`config.mk`:
```
export PLATFORM = sky130hd
export DESIGN_NAME = stream_state_datapath_flat
export DESIGN_NICKNAME = d
export VERILOG_FILES = /design/src/rtl/stream_state_datapath_if.sv /design/src/rtl/stream_state_datapath.sv /design/src/flat_wrapper.sv
export SDC_FILE = /design/constraint.sdc
export NUM_CORES = 1
export LEC_CHECK = 0
export ABC_AREA = 1
export BUFFER_PORTS_ARGS = -buffer_cell sky130_fd_sc_hd__buf_2
export CORE_UTILIZATION = 51
export CTS_BUF_LIST = sky130_fd_sc_hd__clkbuf_8
export CTS_CLUSTER_DIAMETER = 120
export DETAILED_ROUTE_END_ITERATION = 7
export PLACE_DENSITY = 0.75
export SLEW_MARGIN = 20
export SYNTH_ARGS = -nofsm -noshare
export SYNTH_HDL_FRONTEND = slang
export SYNTH_SLANG_ARGS = --single-unit
```
`constraint.sdc`:
```
create_clock -name clock -period 4.35 [get_ports clock]
set_input_delay 0.6525 -clock clock [delete_from_list [all_inputs] [get_ports clock]]
set_output_delay 0.6525 -clock clock [all_outputs]
set_load 0.03 [all_outputs]
```
`src/rtl/stream_state_datapath_if.sv`:
```
// Stream bundle for stream_state_datapath: two input streams, state code, output stream.
// The master drives inputs and o_ready; the slave (datapath) drives the rest.
interface stream_state_datapath_if #(
    parameter int W  = 8,
    parameter int SW = 3
);
    logic [SW-1:0] state;
    logic [W-1:0]  a_data;
    logic          a_valid;
    logic          a_ready;
    logic [W-1:0]  b_data;
    logic          b_valid;
    logic          b_ready;
    logic [W-1:0]  o_data;
    logic          o_valid;
    logic          o_ready;

    modport master (
        output state, a_data, a_valid, b_data, b_valid, o_ready,
        input  a_ready, b_ready, o_data, o_valid
    );

    modport slave (
        input  state, a_data, a_valid, b_data, b_valid, o_ready,
        output a_ready, b_ready, o_data, o_valid
    );
endinterface

```
`src/rtl/stream_state_datapath.sv`:
```
// Joint a/b stream consumer; state selects the op, results queue in a DEPTH-entry FIFO.
// Optional accumulator (states 4/5) enabled by STREAM_STATE_DATAPATH_ACC_EN.
module stream_state_datapath #(
    parameter int W     = 8,
    parameter int SW    = 3,
    parameter int DEPTH = 2
) (
    input  logic                   clock,
    input  logic                   reset,
    stream_state_datapath_if.slave s
);
    localparam int AW = (DEPTH > 1) ? $clog2(DEPTH) : 1;
    localparam int CW = $clog2(DEPTH + 1);

    logic [W-1:0]  mem [DEPTH];
    logic [AW-1:0] wptr;
    logic [AW-1:0] rptr;
    logic [CW-1:0] count;
    logic          space;
    logic          fire;
    logic          push;
    logic          pop;
    logic          emit;
    logic [W-1:0]  res;

`ifdef STREAM_STATE_DATAPATH_ACC_EN
    logic [W-1:0]  acc;
    logic [W-1:0]  acc_sum;
    assign acc_sum = acc + s.a_data;
`endif

    assign s.o_valid = (count != '0);
    assign s.o_data  = s.o_valid ? mem[rptr] : '0;

    // A pop frees a slot in the same cycle, so a full FIFO can still accept.
    assign pop       = s.o_valid & s.o_ready;
    assign space     = (count < CW'(DEPTH)) | pop;
    assign s.a_ready = reset & s.b_valid & space;
    assign s.b_ready = reset & s.a_valid & space;
    assign fire      = reset & s.a_valid & s.b_valid & space;
    assign push      = fire & emit;

    always_comb begin
        emit = 1'b0;
        res  = '0;
        case (s.state)
            SW'(0): begin
                emit = 1'b1;
                res  = ((s.a_data == s.b_data) ? '0 : '1) ^ s.a_data;
            end
            SW'(1): begin
                emit = 1'b1;
            end
            SW'(2): begin
                emit = 1'b1;
                res  = '1;
            end
            SW'(3): begin
                emit = 1'b1;
                res  = s.a_data + s.b_data;
            end
`ifdef STREAM_STATE_DATAPATH_ACC_EN
            SW'(4): begin
                emit = 1'b1;
                res  = acc_sum;
            end
`endif
            default: begin
                emit = 1'b0;
            end
        endcase
    end

    always_ff @(posedge clock or negedge reset) begin
        if (!reset) begin
            wptr  <= '0;
            rptr  <= '0;
            count <= '0;
            for (int i = 0; i < DEPTH; i++) begin
                mem[i] <= '0;
            end
        end else begin
            if (push) begin
                mem[wptr] <= res;
                wptr      <= wptr + AW'(1);
            end
            if (pop) begin
                rptr <= rptr + AW'(1);
            end
            case ({push, pop})
                2'b10:   count <= count + CW'(1);
                2'b01:   count <= count - CW'(1);
                default: count <= count;
            endcase
        end
    end

`ifdef STREAM_STATE_DATAPATH_ACC_EN
    always_ff @(posedge clock or negedge reset) begin
        if (!reset) begin
            acc <= '0;
        end else if (fire && s.state == SW'(4)) begin
            acc <= acc_sum;
        end else if (fire && s.state == SW'(5)) begin
            acc <= '0;
        end
    end
`endif
endmodule
```
`src/flat_wrapper.sv`:
```
// flat-port wrapper written by rule: the top's interface ports become plain ports
module stream_state_datapath_flat 
#(
    parameter int W     = 8,
    parameter int SW    = 3,
    parameter int DEPTH = 2
)
  (clock, reset, s_state, s_a_data, s_a_valid, s_b_data, s_b_valid, s_o_ready, s_a_ready, s_b_ready, s_o_data, s_o_valid);
  stream_state_datapath_if #(.W(W), .SW(SW)) s_i ();
  input  logic clock;
  input  logic reset;
  input wire logic [$bits(s_i.state)-1:0] s_state;
  input wire logic [$bits(s_i.a_data)-1:0] s_a_data;
  input wire logic [$bits(s_i.a_valid)-1:0] s_a_valid;
  input wire logic [$bits(s_i.b_data)-1:0] s_b_data;
  input wire logic [$bits(s_i.b_valid)-1:0] s_b_valid;
  input wire logic [$bits(s_i.o_ready)-1:0] s_o_ready;
  output wire logic [$bits(s_i.a_ready)-1:0] s_a_ready;
  output wire logic [$bits(s_i.b_ready)-1:0] s_b_ready;
  output wire logic [$bits(s_i.o_data)-1:0] s_o_data;
  output wire logic [$bits(s_i.o_valid)-1:0] s_o_valid;
  assign s_i.state = s_state;
  assign s_i.a_data = s_a_data;
  assign s_i.a_valid = s_a_valid;
  assign s_i.b_data = s_b_data;
  assign s_i.b_valid = s_b_valid;
  assign s_i.o_ready = s_o_ready;
  assign s_a_ready = s_i.a_ready;
  assign s_b_ready = s_i.b_ready;
  assign s_o_data = s_i.o_data;
  assign s_o_valid = s_i.o_valid;
  stream_state_datapath #(.W(W), .SW(SW), .DEPTH(DEPTH)) u_core (.clock(clock), .reset(reset), .s(s_i));
endmodule
```
Word level (Yosys, flattened, before mapping)
Cells that the tools add are included.
W data, S select, Z words.

operators by class
  add/sub/neg operators = 5
  multiply operators = 0
  divide/modulo/power cells = 0
  order comparisons = 4
  equality and inequality tests = 6
  shift operators = 0
  muxes and demuxes = 11
  bitwise operators = 12
  reduce and logical (&&, ||, !) cells = 5

operators with widths
  kind                   number
  $mux W8                6
  $pmux W8 S3            1
  $bwmux W16             1
  $add A8 B8 Y8          1
  $and A1 B1 Y1          8
  $demux W8 S1           1
  $eq A8 B8 Y1           1
  $xor A8 B8 Y8          1
  $eq A3 B2 Y1 const B   2
  $ge A2 B2 Y1 const B   2
  $not A1 Y2             2
  $pmux W2 S2            1
  $reduce_bool A2 Y1     2
  $reduce_or A4 Y1       1
  $eq A3 B1 Y1 const B   1
  $logic_not A3 Y1       1
  $add A1 B1 Y1 const B  2
  $add A2 B1 Y2 const B  1
  $eq A2 B1 Y1 const B   1
  $eq A2 B2 Y1 const B   1
  $lt A2 B1 Y1 const B   1
  $lt A2 B2 Y1 const B   1
  $sub A2 B1 Y2 const B  1
  $logic_and A1 B1 Y1    1
  2 further kinds        2

word-level totals
  bits in registers = 20
  bits in latches = 0
  RAM bits = 0
  bits in read-only memories = 0
  output and inout port bits = 11
  logic and storage cells = 48
  memories = 0

Longest topological paths before layout
  depth after elaboration = 7
  gate-level depth with buffers = 11

Least setup slack after synthesis
Ideal clock, no wire load.

  path type = register to output
  start = register u_core.count[0]
  end = output port s_o_data[1]
  arrival time = 1.352 ns
  data required time = 3.697 ns
  slack = 2.346 ns
  cell stages (with the launch flop) = 5
  buffers on the path = 0
  path through = dfrtp_1 > nor2_1 > inv_1 > o21ai_0 > a21oi_1

on the way
  cells in the longest elaborated chain, start to end = 2

ends and longest elaborated chain
  item                    line                         text
  from (decl)             stream_state_datapath.sv:18  logic [CW-1:0] count;
  from (signal assigned)  stream_state_datapath.sv:91  2'b10: count <= count + CW'(1);
  from (signal assigned)  stream_state_datapath.sv:92  2'b01: count <= count - CW'(1);
  from (signal assigned)  stream_state_datapath.sv:93  default: count <= count;
  $reduce_bool A2 Y1      stream_state_datapath.sv:32  assign s.o_valid = (count != '0);
  net s_o_valid           flat_wrapper.sv:21           output wire logic [$bits(s_i.o_valid)-1:0] s_o_valid;
  $mux W8                 stream_state_datapath.sv:33  assign s.o_data = s.o_valid ? mem[rptr] : '0;
  to (decl)               flat_wrapper.sv:20           output wire logic [$bits(s_i.o_data)-1:0] s_o_data;

The timed path passes the listed nets, and every way through them passes these cells.

Final worst setup path
  start = register u_core.count[0]
  end = output port s_o_data[2]

on the way
  cells in the longest elaborated chain, start to end = 2

ends and longest elaborated chain
  item                line
  $reduce_bool A2 Y1  stream_state_datapath.sv:32
  $mux W8             stream_state_datapath.sv:33

No other way between the ends.

==> flow_summary.toml <==
[synthesis]
yosysSeqAreaShare_pct = 30.79
synth.distinct_cells = 29
avgSynthCellArea_sq_um = 7.224
yosys_warnings = 0
yosys.area.top_type = "dfrtp_1"
yosysTopAreaCellShare_pct = 30.79
synth-seq-cells = 20
syn_inst = 225
synth.area.top_cells = "dfrtp_1 31%, nand2_1 18%, nand3_1 8.9%"
syn_area_sq_um = 1625
syn-num-nets = 258

[routing]
drtPass1Iterations = 4
drc_errors = 0
first_iter_violations = 64
routed_wl_um = 3439
vias = 1531
post_drt_via_cell_ratio = 5.070
detail_route.wl_per_cell_um = 11.39
ant_nets = 0

[critical_path]
crit_family = "simple AND/OR/NAND/NOR gates"
crit_path_end_kind = "output pin"
critPathMaxFanout = 8
start_kind = "flip-flop"
crit_chain = "nor2_1, inv_1, o21ai_0, a21oi_1, buf_2"
r2r_setup_slack_ps = 2410
cp_num_cells = 5
cpPeakStageDelay_ps = 520
criticalPathCategory = "flip-flop to output pin"
arrival_ps = 1670
required_ps = 3700
crit_slowest_cell = "nor2_1"
reg2reg_depth = 6
cp.buffers_inverters = 2

[timing]
finClkSkew_ps = 3.488
post-route-period-util_pct = 53.32
fmax_mhz = 431.1
hold_violations = 0
tightest_slew_ps = 632.3
rsz0062_at_grt = "no"
finalSetupViolCount = 0
layout_setup_ws_ps = 2030
timing.hold.ws_ps = 355.4
maxSlewViolCount = 0
slew_headroom_pct = 57.69
setup_tns_ps = 0
min_period_ps = 2320

[clock_network]
cts_setup_buffers = 0
cts_buffer_depth = 2
clk_latency_ps = 250
cts_resized = 0
ctsHoldBuffers = 0
cts.sinks = 20
htreeDepth = 1
cts_made_buffers = 3
clkTransAtPathRegs_ps = 70
cts_tree = "built"
root_buffer = "clkbuf_8"

[finish]
synthToLayoutAreaGrowth_pct = 14.09
fin_util_pct = 61.24
nFillCells = 302
antennaDiodeCount = 0
drive_above_1_share_pct = 23.64
fin_nets = 293

[run]
drv_cap = 0

[die]
rows = 20
die_area_sq_um = 3416
die_x_um = 58.45
start_util_pct = 53.68
coreArea_sq_um = 3028
io-pin-count = 35
die_height_um = 58.45

[power]
powerDensity_nw_per_um2 = 453.9
total_power_uw = 841.7
ir_drop_mv = 0.1983
leakagePower_nw = 1.000

[place]
portBuffers = 34
dp_hpwl_um = 2695
place_ws_ps = 2030
gp_congestion = 0.7973

[hold_path]
hold_class = "input pin to async pin"

[status]
run_status = "completed"

[global_route]
grt_pass1_vias = 1325
overflow = 0
antenna_found_initial = 0
grt_max_degree = 23
grt_pass1_wl_um = 5747
grt.total_usage_pct = 21.95
## layout by cell type (no fill, tap or decap)
cell type	Yosys	final
nand3b_2	1	1
nand3b_4	1	1
nor3_2	1	1
nand2_1	77	77
xor2_1	2	2
nor2_2	2	2
inv_2	8	8
inv_1	19	19
nand2_2	1	1
xnor2_1	1	1
clkbuf_8	0	3
buf_2	0	34
nor3_1	1	1
ha_1	8	8
nor2_4	3	3
nor2_8	1	1
dfrtp_1	20	20
fa_1	1	1
a31oi_1	5	5
a21oi_1	15	15
nand3b_1	5	5
a31oi_2	2	2
nand4_4	1	1
o21ai_0	3	3
or2_2	1	1
nand3_1	29	29
nor2_1	11	11
nand3_4	1	1
xnor2_2	1	1
## state kept, by name, summed over array words and instances, names as in the netlist
signal and count:
u_core.mem 16, u_core.count 2, u_core.wptr 1, u_core.rptr 1
## cells in the mapped netlist
cell,number
o21ai_0,3
nor2_4,3
nand2_2,1
dfrtp_1,20
xor2_1,2
nand4_4,1
nand3_4,1
inv_2,8
xnor2_2,1
a31oi_1,5
nand2_1,77
nand3b_1,5
a31oi_2,2
a21oi_1,15
nand3_1,29
nand3b_4,1
nor2_1,11
nor3_1,1
nor2_2,2
nand3b_2,1
nor3_2,1
buf_6,3
xnor2_1,1
ha_1,8
clkbuf_1,1
nor2_8,1
inv_1,19
fa_1,1
or2_2,1
## area by class of cell
type                    count  area, sq um  share of cell area [%]
well taps                  44        55.05                   2.969
repair buffers             34        170.2                   9.177
inverters                  27        101.3                   5.466
flip-flops and latches     20        500.5                   26.99
multi-input cells         174        985.9                   53.17
clock buffers               3        41.29                   2.227
## logic make-up (layout without fill, tap and decap cells)
group / after synthesis / count (layout) / share of synthesized area [%]
xor+xnor: 4 / 4 / 2.618
compound gates: 25 / 25 / 9.006
buf+inv: 31 / 64 / 8.545
flops: 20 / 20 / 30.79
simple gates: 136 / 136 / 41.65
fa+ha+maj: 9 / 9 / 7.391
## where the power goes
group | leakage [nW] | switching (mW) | internal, mW | total, mW
clock network | 0.0216 | 0.0532 | 0.0615 | 0.115
logic | 0.726 | 0.268 | 0.140 | 0.408
registers | 0.252 | 0.0601 | 0.259 | 0.319
total | 1.00 | 0.381 | 0.461 | 0.842
## metal layers
metal | share of wire, % | up-vias | track usage [%]
met2 | 46 | 28 | 35.30
li1 | - | 799 | -
met1 | 51 | 702 | 31.53
met4 | 0.44 | 0 | 3.401
met3 | 3.0 | 2 | 3.956
met5 | 0 | - | 0
## metrics by stage
| step | cell area (sq um) | std cells |
|---|---|---|
| CTS | 1854 | 302 |
| detailed placement | 1813 | 299 |
| floorplan | 1625 | 225 |
| finish | 1854 | 302 |
| global placement | 1813 | 299 |
| global route | 1854 | 302 |
## final timing paths
| check | start | end |
|---|---|---|
| min in group clock | u_core.mem[7] | u_core.mem[7] |
| setup / recovery | u_core.count[0] | s_o_data[2] |
| setup reg to reg | u_core.count[0] | u_core.count[1] |
| max in group asynchronous | reset | u_core.mem[14] |
| hold reg to reg | u_core.mem[7] | u_core.mem[7] |
| hold / removal | reset | u_core.count[1] |
(Power assumes the default switching activity.)
